**config.mk**
```make
export PLATFORM = sky130hd
export DESIGN_NAME = sobel_stream
export DESIGN_NICKNAME = d
export VERILOG_FILES = /design/src/rtl/sobel_pkg.sv /design/src/rtl/sobel_line_buf.sv /design/src/rtl/sobel_stream.sv
export SDC_FILE = /design/constraint.sdc
export NUM_CORES = 1
export LEC_CHECK = 0
export ABC_AREA = 0
export CELL_PAD_IN_SITES_DETAIL_PLACEMENT = 1
export CELL_PAD_IN_SITES_GLOBAL_PLACEMENT = 2
export CORE_MARGIN = 3
export CORE_UTILIZATION = 28
export DETAILED_ROUTE_END_ITERATION = 6
export MAX_ROUTING_LAYER = met4
export PLACE_DENSITY = 0.59
export SLEW_MARGIN = 10
export SYNTH_ARGS = -nofsm -noshare
export SYNTH_HDL_FRONTEND = slang
export SYNTH_SLANG_ARGS = --single-unit
```
**constraint.sdc**
```tcl
create_clock -name clk -period 127 [get_ports clk]
set_input_delay 31.75 -clock clk [delete_from_list [all_inputs] [get_ports clk]]
set_output_delay 31.75 -clock clk [all_outputs]
set_load 0.01 [all_outputs]
```
**src/rtl/sobel_pkg.sv**
```systemverilog
// sobel_pkg: shared definitions for the streaming Sobel filter.
//   sobel_state_t  - frame sequencer state encoding
//   SOBEL_K_*      - Sobel kernel weights (outer taps and centre tap)
//   FLUSH_CYCLES   - cycles spent draining the output pipeline after the last pixel
package sobel_pkg;

  typedef enum logic [1:0] {
    ST_IDLE  = 2'd0,
    ST_RUN   = 2'd1,
    ST_FLUSH = 2'd2,
    ST_DONE  = 2'd3
  } sobel_state_t;

  // Each derivative is a [1 2 1] smoothing across a [-1 0 +1] difference.
  localparam int SOBEL_K_OUTER  = 1;
  localparam int SOBEL_K_CENTRE = 2;

  // Matches the window -> result pipeline depth so the last output has left
  // before frame_done is raised.
  localparam int FLUSH_CYCLES = 2;

endpackage

```
**src/rtl/sobel_line_buf.sv**
```systemverilog
// sobel_line_buf: one image row of delay, built as a write-enabled shift register.
//   clk   - clock
//   we    - shift din in (one accepted pixel)
//   din   - pixel entering the row delay
//   dout  - pixel written DEPTH shifts ago (registered tail, valid before the shift)
// Contents are not reset; a new frame fills the row before anything reads it.
module sobel_line_buf #(
  parameter int DATA_W = 8,
  parameter int DEPTH  = 64
) (
  input  logic              clk,
  input  logic              we,
  input  logic [DATA_W-1:0] din,
  output logic [DATA_W-1:0] dout
);

  logic [DATA_W-1:0] mem_q [DEPTH];
  logic [DATA_W-1:0] mem_d [DEPTH];

  always_comb begin
    mem_d = mem_q;
    if (we) begin
      mem_d[0] = din;
      for (int i = 1; i < DEPTH; i++) begin
        mem_d[i] = mem_q[i-1];
      end
    end
  end

  always_ff @(posedge clk) begin
    mem_q <= mem_d;
  end

  assign dout = mem_q[DEPTH-1];

endmodule

```
**src/rtl/sobel_stream.sv**
```systemverilog
// sobel_stream: raster-order streaming 3x3 Sobel filter.
//   clk, reset           - single clock, synchronous active-high reset
//   start, thr           - begin a frame; thr captured with the accepted start
//   in_valid/in_ready    - pixel handshake, in_ready only while streaming
//   in_pixel             - raster-order input pixel
//   out_valid            - one-cycle qualifier for out_pixel/out_addr
//   out_pixel            - saturated |Gx|+|Gy| (MODE 0) or binary edge (MODE 1)
//   out_addr             - linear address of the window centre
//   frame_done           - one-cycle pulse after the last output of a frame
//
// state  | meaning
// IDLE   | waiting for start
// RUN    | accepting pixels, in_ready high
// FLUSH  | last pixel taken, draining the output pipeline
// DONE   | frame_done pulse
module sobel_stream
  import sobel_pkg::*;
#(
  parameter int DATA_W = 8,
  parameter int IMG_W  = 64,
  parameter int IMG_H  = 64,
  parameter int MODE   = 0
) (
  input  logic                                clk,
  input  logic                                reset,
  input  logic                                start,
  input  logic [DATA_W-1:0]                   thr,
  input  logic                                in_valid,
  output logic                                in_ready,
  input  logic [DATA_W-1:0]                   in_pixel,
  output logic                                out_valid,
  output logic [DATA_W-1:0]                   out_pixel,
  output logic [$clog2(IMG_W*IMG_H)-1:0]      out_addr,
  output logic                                frame_done
);

  localparam int N_PIX  = IMG_W * IMG_H;
  localparam int ADDR_W = $clog2(N_PIX);
  localparam int COL_W  = $clog2(IMG_W);
  localparam int ROW_W  = $clog2(IMG_H);
  localparam int GW     = DATA_W + 3;
  localparam int MW     = DATA_W + 4;

  localparam logic signed [GW-1:0] K_O = GW'(SOBEL_K_OUTER);
  localparam logic signed [GW-1:0] K_C = GW'(SOBEL_K_CENTRE);

  sobel_state_t      state_q, state_d;
  logic [COL_W-1:0]  col_q, col_d;
  logic [ROW_W-1:0]  row_q, row_d;
  logic [ADDR_W-1:0] idx_q, idx_d;
  logic [DATA_W-1:0] thr_q, thr_d;
  logic [1:0]        flush_q, flush_d;

  // win_q[row][col]: row 0 oldest line, col 2 newest pixel.
  logic [DATA_W-1:0] win_q [3][3];
  logic [DATA_W-1:0] win_d [3][3];
  logic              win_v_q, win_v_d;
  logic [ADDR_W-1:0] win_addr_q, win_addr_d;

  logic              out_valid_q, out_valid_d;
  logic [DATA_W-1:0] out_pixel_q, out_pixel_d;
  logic [ADDR_W-1:0] out_addr_q, out_addr_d;

  logic              accept;
  logic [DATA_W-1:0] lb0_dout, lb1_dout;

  assign accept = in_valid && (state_q == ST_RUN);

  sobel_line_buf #(.DATA_W(DATA_W), .DEPTH(IMG_W)) u_lb0 (
    .clk  (clk),
    .we   (accept),
    .din  (in_pixel),
    .dout (lb0_dout)
  );

  sobel_line_buf #(.DATA_W(DATA_W), .DEPTH(IMG_W)) u_lb1 (
    .clk  (clk),
    .we   (accept),
    .din  (lb0_dout),
    .dout (lb1_dout)
  );

  always_comb begin
    state_d    = state_q;
    col_d      = col_q;
    row_d      = row_q;
    idx_d      = idx_q;
    thr_d      = thr_q;
    flush_d    = flush_q;
    win_d      = win_q;
    win_v_d    = 1'b0;
    win_addr_d = win_addr_q;

    case (state_q)
      ST_IDLE: begin
        if (start) begin
          state_d = ST_RUN;
          thr_d   = thr;
          col_d   = '0;
          row_d   = '0;
          idx_d   = '0;
        end
      end
      ST_RUN: begin
        if (accept) begin
          idx_d = idx_q + ADDR_W'(1);
          if (col_q == COL_W'(IMG_W-1)) begin
            col_d = '0;
            row_d = row_q + ROW_W'(1);
          end else begin
            col_d = col_q + COL_W'(1);
          end
          if (idx_q == ADDR_W'(N_PIX-1)) begin
            state_d = ST_FLUSH;
            flush_d = 2'(FLUSH_CYCLES-1);
          end
        end
      end
      ST_FLUSH: begin
        if (flush_q == 2'd0) begin
          state_d = ST_DONE;
        end else begin
          flush_d = flush_q - 2'd1;
        end
      end
      ST_DONE: begin
        state_d = ST_IDLE;
      end
      default: begin
        state_d = ST_IDLE;
      end
    endcase

    if (accept) begin
      for (int i = 0; i < 3; i++) begin
        win_d[i][0] = win_q[i][1];
        win_d[i][1] = win_q[i][2];
      end
      win_d[0][2] = lb1_dout;
      win_d[1][2] = lb0_dout;
      win_d[2][2] = in_pixel;
      // The pixel at (r,c) completes the window centred on (r-1,c-1).
      win_v_d    = (row_q >= ROW_W'(2)) && (col_q >= COL_W'(2));
      win_addr_d = idx_q - ADDR_W'(IMG_W+1);
    end
  end

  logic signed [GW-1:0] p [3][3];
  logic signed [GW-1:0] gx, gy;
  logic [GW-1:0]        ax, ay;
  logic [MW-1:0]        mag;
  logic [DATA_W-1:0]    result;

  always_comb begin
    for (int i = 0; i < 3; i++) begin
      for (int j = 0; j < 3; j++) begin
        p[i][j] = $signed({{3{1'b0}}, win_q[i][j]});
      end
    end
    gx = (K_O * p[0][2] + K_C * p[1][2] + K_O * p[2][2])
       - (K_O * p[0][0] + K_C * p[1][0] + K_O * p[2][0]);
    gy = (K_O * p[2][0] + K_C * p[2][1] + K_O * p[2][2])
       - (K_O * p[0][0] + K_C * p[0][1] + K_O * p[0][2]);
    ax  = gx[GW-1] ? -gx : gx;
    ay  = gy[GW-1] ? -gy : gy;
    mag = {1'b0, ax} + {1'b0, ay};

    if (MODE == 1) begin
      result = (mag >= {{(MW-DATA_W){1'b0}}, thr_q}) ? '1 : '0;
    end else begin
      result = (|mag[MW-1:DATA_W]) ? '1 : mag[DATA_W-1:0];
    end

    out_valid_d = win_v_q;
    out_pixel_d = out_pixel_q;
    out_addr_d  = out_addr_q;
    if (win_v_q) begin
      out_pixel_d = result;
      out_addr_d  = win_addr_q;
    end
  end

  always_ff @(posedge clk) begin
    if (reset) begin
      state_q     <= ST_IDLE;
      col_q       <= '0;
      row_q       <= '0;
      idx_q       <= '0;
      thr_q       <= '0;
      flush_q     <= '0;
      win_v_q     <= 1'b0;
      win_addr_q  <= '0;
      out_valid_q <= 1'b0;
      out_pixel_q <= '0;
      out_addr_q  <= '0;
    end else begin
      state_q     <= state_d;
      col_q       <= col_d;
      row_q       <= row_d;
      idx_q       <= idx_d;
      thr_q       <= thr_d;
      flush_q     <= flush_d;
      win_v_q     <= win_v_d;
      win_addr_q  <= win_addr_d;
      out_valid_q <= out_valid_d;
      out_pixel_q <= out_pixel_d;
      out_addr_q  <= out_addr_d;
    end
  end

  // Window data needs no reset: win_v_q gates every use of it.
  always_ff @(posedge clk) begin
    win_q <= win_d;
  end

  assign in_ready   = (state_q == ST_RUN);
  assign frame_done = (state_q == ST_DONE);
  assign out_valid  = out_valid_q;
  assign out_pixel  = out_pixel_q;
  assign out_addr   = out_addr_q;

endmodule

```
==> impl_metrics.tcl <==
set metrics [dict create \
    hold_violations 0 \
    dieArea_mm2 0.138 \
    grt_pass1_wl_um 87200 \
    ff_latch_area_mm2 0.0327 \
    synth_area_mm2 0.0375 \
    coreArea_mm2 0.132 \
    start_util 0.284 \
    fin_nets 2010 \
    grt_overflow_total 0 \
    drv_slew 0 \
    synthTopCellsByArea "edfxtp_1 (84%), fa_1 (3.4%), dfxtp_1 (3.3%)" \
    placedCellCount 3528 \
    fmax_mhz 28.2 \
    finalSetupViolCount 0 \
    crit_fanout 129 \
    cp-end-kind "register" \
    fin_setup_tns_ps 0 \
    grt_max_degree 228 \
    p_switching_uw 277 \
    seqPwrFrac 0.468 \
    synth.avg_cell_area_um2 21.5 \
    cts-root-buf "clkbuf_16" \
    clock_latency_ps 680 \
    p_leak_uw 0.0123 \
    first_iter_violations 1035 \
    arrival_ps 35720 \
    rows 133 \
    ant_nets 0 \
    die_w_um 372 \
    p_int_uw 702 \
    fill_cells 13200 \
    globalplace.congestion 0.719 \
    synth_top_area_share 0.839 \
    skew_ps 22.6 \
    multi_input_area_mm2 0.00420 \
    holdBufCountCts 0 \
    critPathKind "in -> reg" \
    post_drt_wl_per_cell_um 14.4 \
    num_io_pins 43 \
    relSlewSlack 0.222 \
    vdd_drop_max_mv 0.0182 \
    clock_path_buffers 3 \
    netlist_instances 1747 \
    synth_flop_cell "edfxtp_1" \
    async_flop_share 0 \
    clk_pin_slew_worst_paths_ps 60 \
    powerDensity_mw_per_mm2 22.5 \
    status "finished, final reports clean" \
    maxCapViolCount 0 \
    wirelength_um 53600 \
    period_needed_ps 35420 \
    synth_seq_cells 1110 \
    p_comb_frac 0.216 \
    p_clk_frac 0.316 \
    cts_tree "done" \
    r2r_setup_slack_ps 120450 \
    startpoint_type "input pin" \
    min_path_type "reg -> reg" \
    antenna_found_initial 1 \
    area_delta_synth_final_pct 16.0 \
    synth-edff-count 1048 \
    drc 0 \
    swShare 0.283 \
    n_antenna_cell 0 \
    synth_area_leader_cell "edfxtp_1" \
    fin_cells 3720 \
    grt_pass1_vias 15600 \
    via_count 14800 \
    rsz0062_at_grt "false" \
    layout-drive-gt1-share 0.0911 \
    grt_usage 0.0803 \
    tightest_slew_ps 1170 \
    vias_per_cell 3.97 \
    yosys_warnings 0 \
    post_cts_buffers 0 \
    fin_crit_sh 0.279 \
    htreeDepth 3 \
    die_h_um 372 \
    crit_required_ps 127300 \
    numCtsBuffers 103 \
    synth_nets 1879 \
    io_buffer_count 34 \
    ys_seq_area_frac 0.872 \
    dp.final_hpwl_um 28400 \
    dr.pass1.iters 4 \
    synth_cell_types 61 \
    cts.sinks 1110 \
    cts_resized 0 \
]
==> layer usage <==
layer  share of wire  vias to the layer above  GRT usage
li1                -                     6850          -
met1            0.51                     7648      0.114
met2            0.43                      158      0.112
met3           0.037                       99     0.0205
met4           0.023                        0     0.0258
met5               0                        -          -
==> state kept, by name (all words and copies together), names as in the netlist <==
signal / cells
u_lb0.mem_q: 496
u_lb0.dout: 8
out_addr: 12
row_q: 6
flush_q: 2
idx_q: 12
out_valid_d: 1
win_addr_q: 12
state_q: 2
u_lb1.mem_q: 480
out_pixel: 8
u_lb1.dout: 8
out_valid: 1
p: 56
col_q: 6
==> final cells by class <==
type                    instances  share of cell area
flip-flops and latches       1110               0.751
repair buffers                 45              0.0103
clock inverters                70              0.0179
inverters                     137              0.0120
multi-input cells             481              0.0966
well taps                    1755              0.0504
clock buffers                 122              0.0613
==> per-stage QoR <==
| stage | hold WS [ps] | total power (uW) | worst slack (ps) | area, um2 | util |
|---|---|---|---|---|---|
| 2_1_floorplan | 400 | 724 | 64230 | 37500 | - |
| 3_3_place_gp | 403 | 675 | 90930 | 40100 | 0.303 |
| 3_5_place_dp | 405 | 683 | 90680 | 40100 | 0.303 |
| 4_1_cts | 405 | 1000 | 91500 | 43500 | 0.329 |
| 5_1_grt | 405 | 1040 | 91140 | 43500 | 0.329 |
| 6_report | 406 | 979 | 91580 | 43500 | 0.329 |
==> synth_stat cells (3+ instances only) <==
library cell	n
edfxtp_1	1048
inv_1	136
nor2_1	87
fa_1	63
dfxtp_1	62
ha_1	49
xor2_1	36
nand2_1	28
a21oi_1	23
xnor2_1	22
a211oi_1	17
o21ai_0	17
mux2i_1	16
clkbuf_1	13
nand4_1	12
nor3_1	10
nand3_1	8
nand2b_1	7
a21o_1	6
o211ai_1	5
or3_1	5
and2_1	4
and3_1	4
nor4_1	4
o21a_1	4
o21bai_1	4
a211oi_2	3
a221oi_1	3
a22oi_1	3
a311oi_1	3
mux2_2	3
o21ai_1	3
or4_1	3
==> layout by cell type, fill, tap and decap left out, drive strengths merged, types with 7 or more instances in the layout <==
master         synthesis  routed
nand3                  9       9
inv                  137     139
xor2                  36      36
nand4                 12      12
a211oi                20      20
xnor2                 22      22
nand2b                 7       7
ha                    49      49
nor2                  87      87
clkdlybuf4s50          0      34
o21ai                 20      20
clkinv                 0      50
edfxtp              1048    1048
nand2                 28      28
fa                    63      63
clkbuf                13     122
nor3                  10      10
bufinv                 0      13
mux2i                 16      16
a21oi                 24      24
buf                    6      11
dfxtp                 62      62
==> final timing paths <==
| path | start | cells past startpoint | endpoint |
|---|---|---|---|
| min reg2reg | u_lb1.mem_q[446]$_DFFE_PP_ | 0 | u_lb1.mem_q[438]$_DFFE_PP_ |
| max | in_valid | 6 | u_lb1.mem_q[348]$_DFFE_PP_ |
| min | u_lb1.mem_q[446]$_DFFE_PP_ | 0 | u_lb1.mem_q[438]$_DFFE_PP_ |
| max reg2reg | p[4]$_DFFE_PP_ | 20 | out_pixel[5]$_SDFFE_PP0P_ |
==> worst max-delay path, stage by stage <==
cell	delay (ps)
clkdlybuf4s50_1	560
nand2_1	260
inv_8	680
buf_4	730
buf_4	810
buf_4	810
==> logic make-up after synthesis <==
logic type	count (synthesis)	share of synthesized area
compound gates	105	0.0192
xor+xnor	58	0.0135
fa+ha+maj	112	0.0500
buf+inv	156	0.0160
flops	1110	0.872
mux	19	0.00517
simple gates	187	0.0241
==> power groups by stage <==
stage               sequential (uW)  combinational [uW]  clock (uW)
finish                          458                 211         310
global route                    461                 242         338
CTS                             458                 218         323
detailed placement              465                 218           0
global placement                464                 211           0
floorplan                       563                 162           0
Note: power is estimated with default switching activity, not from simulation.
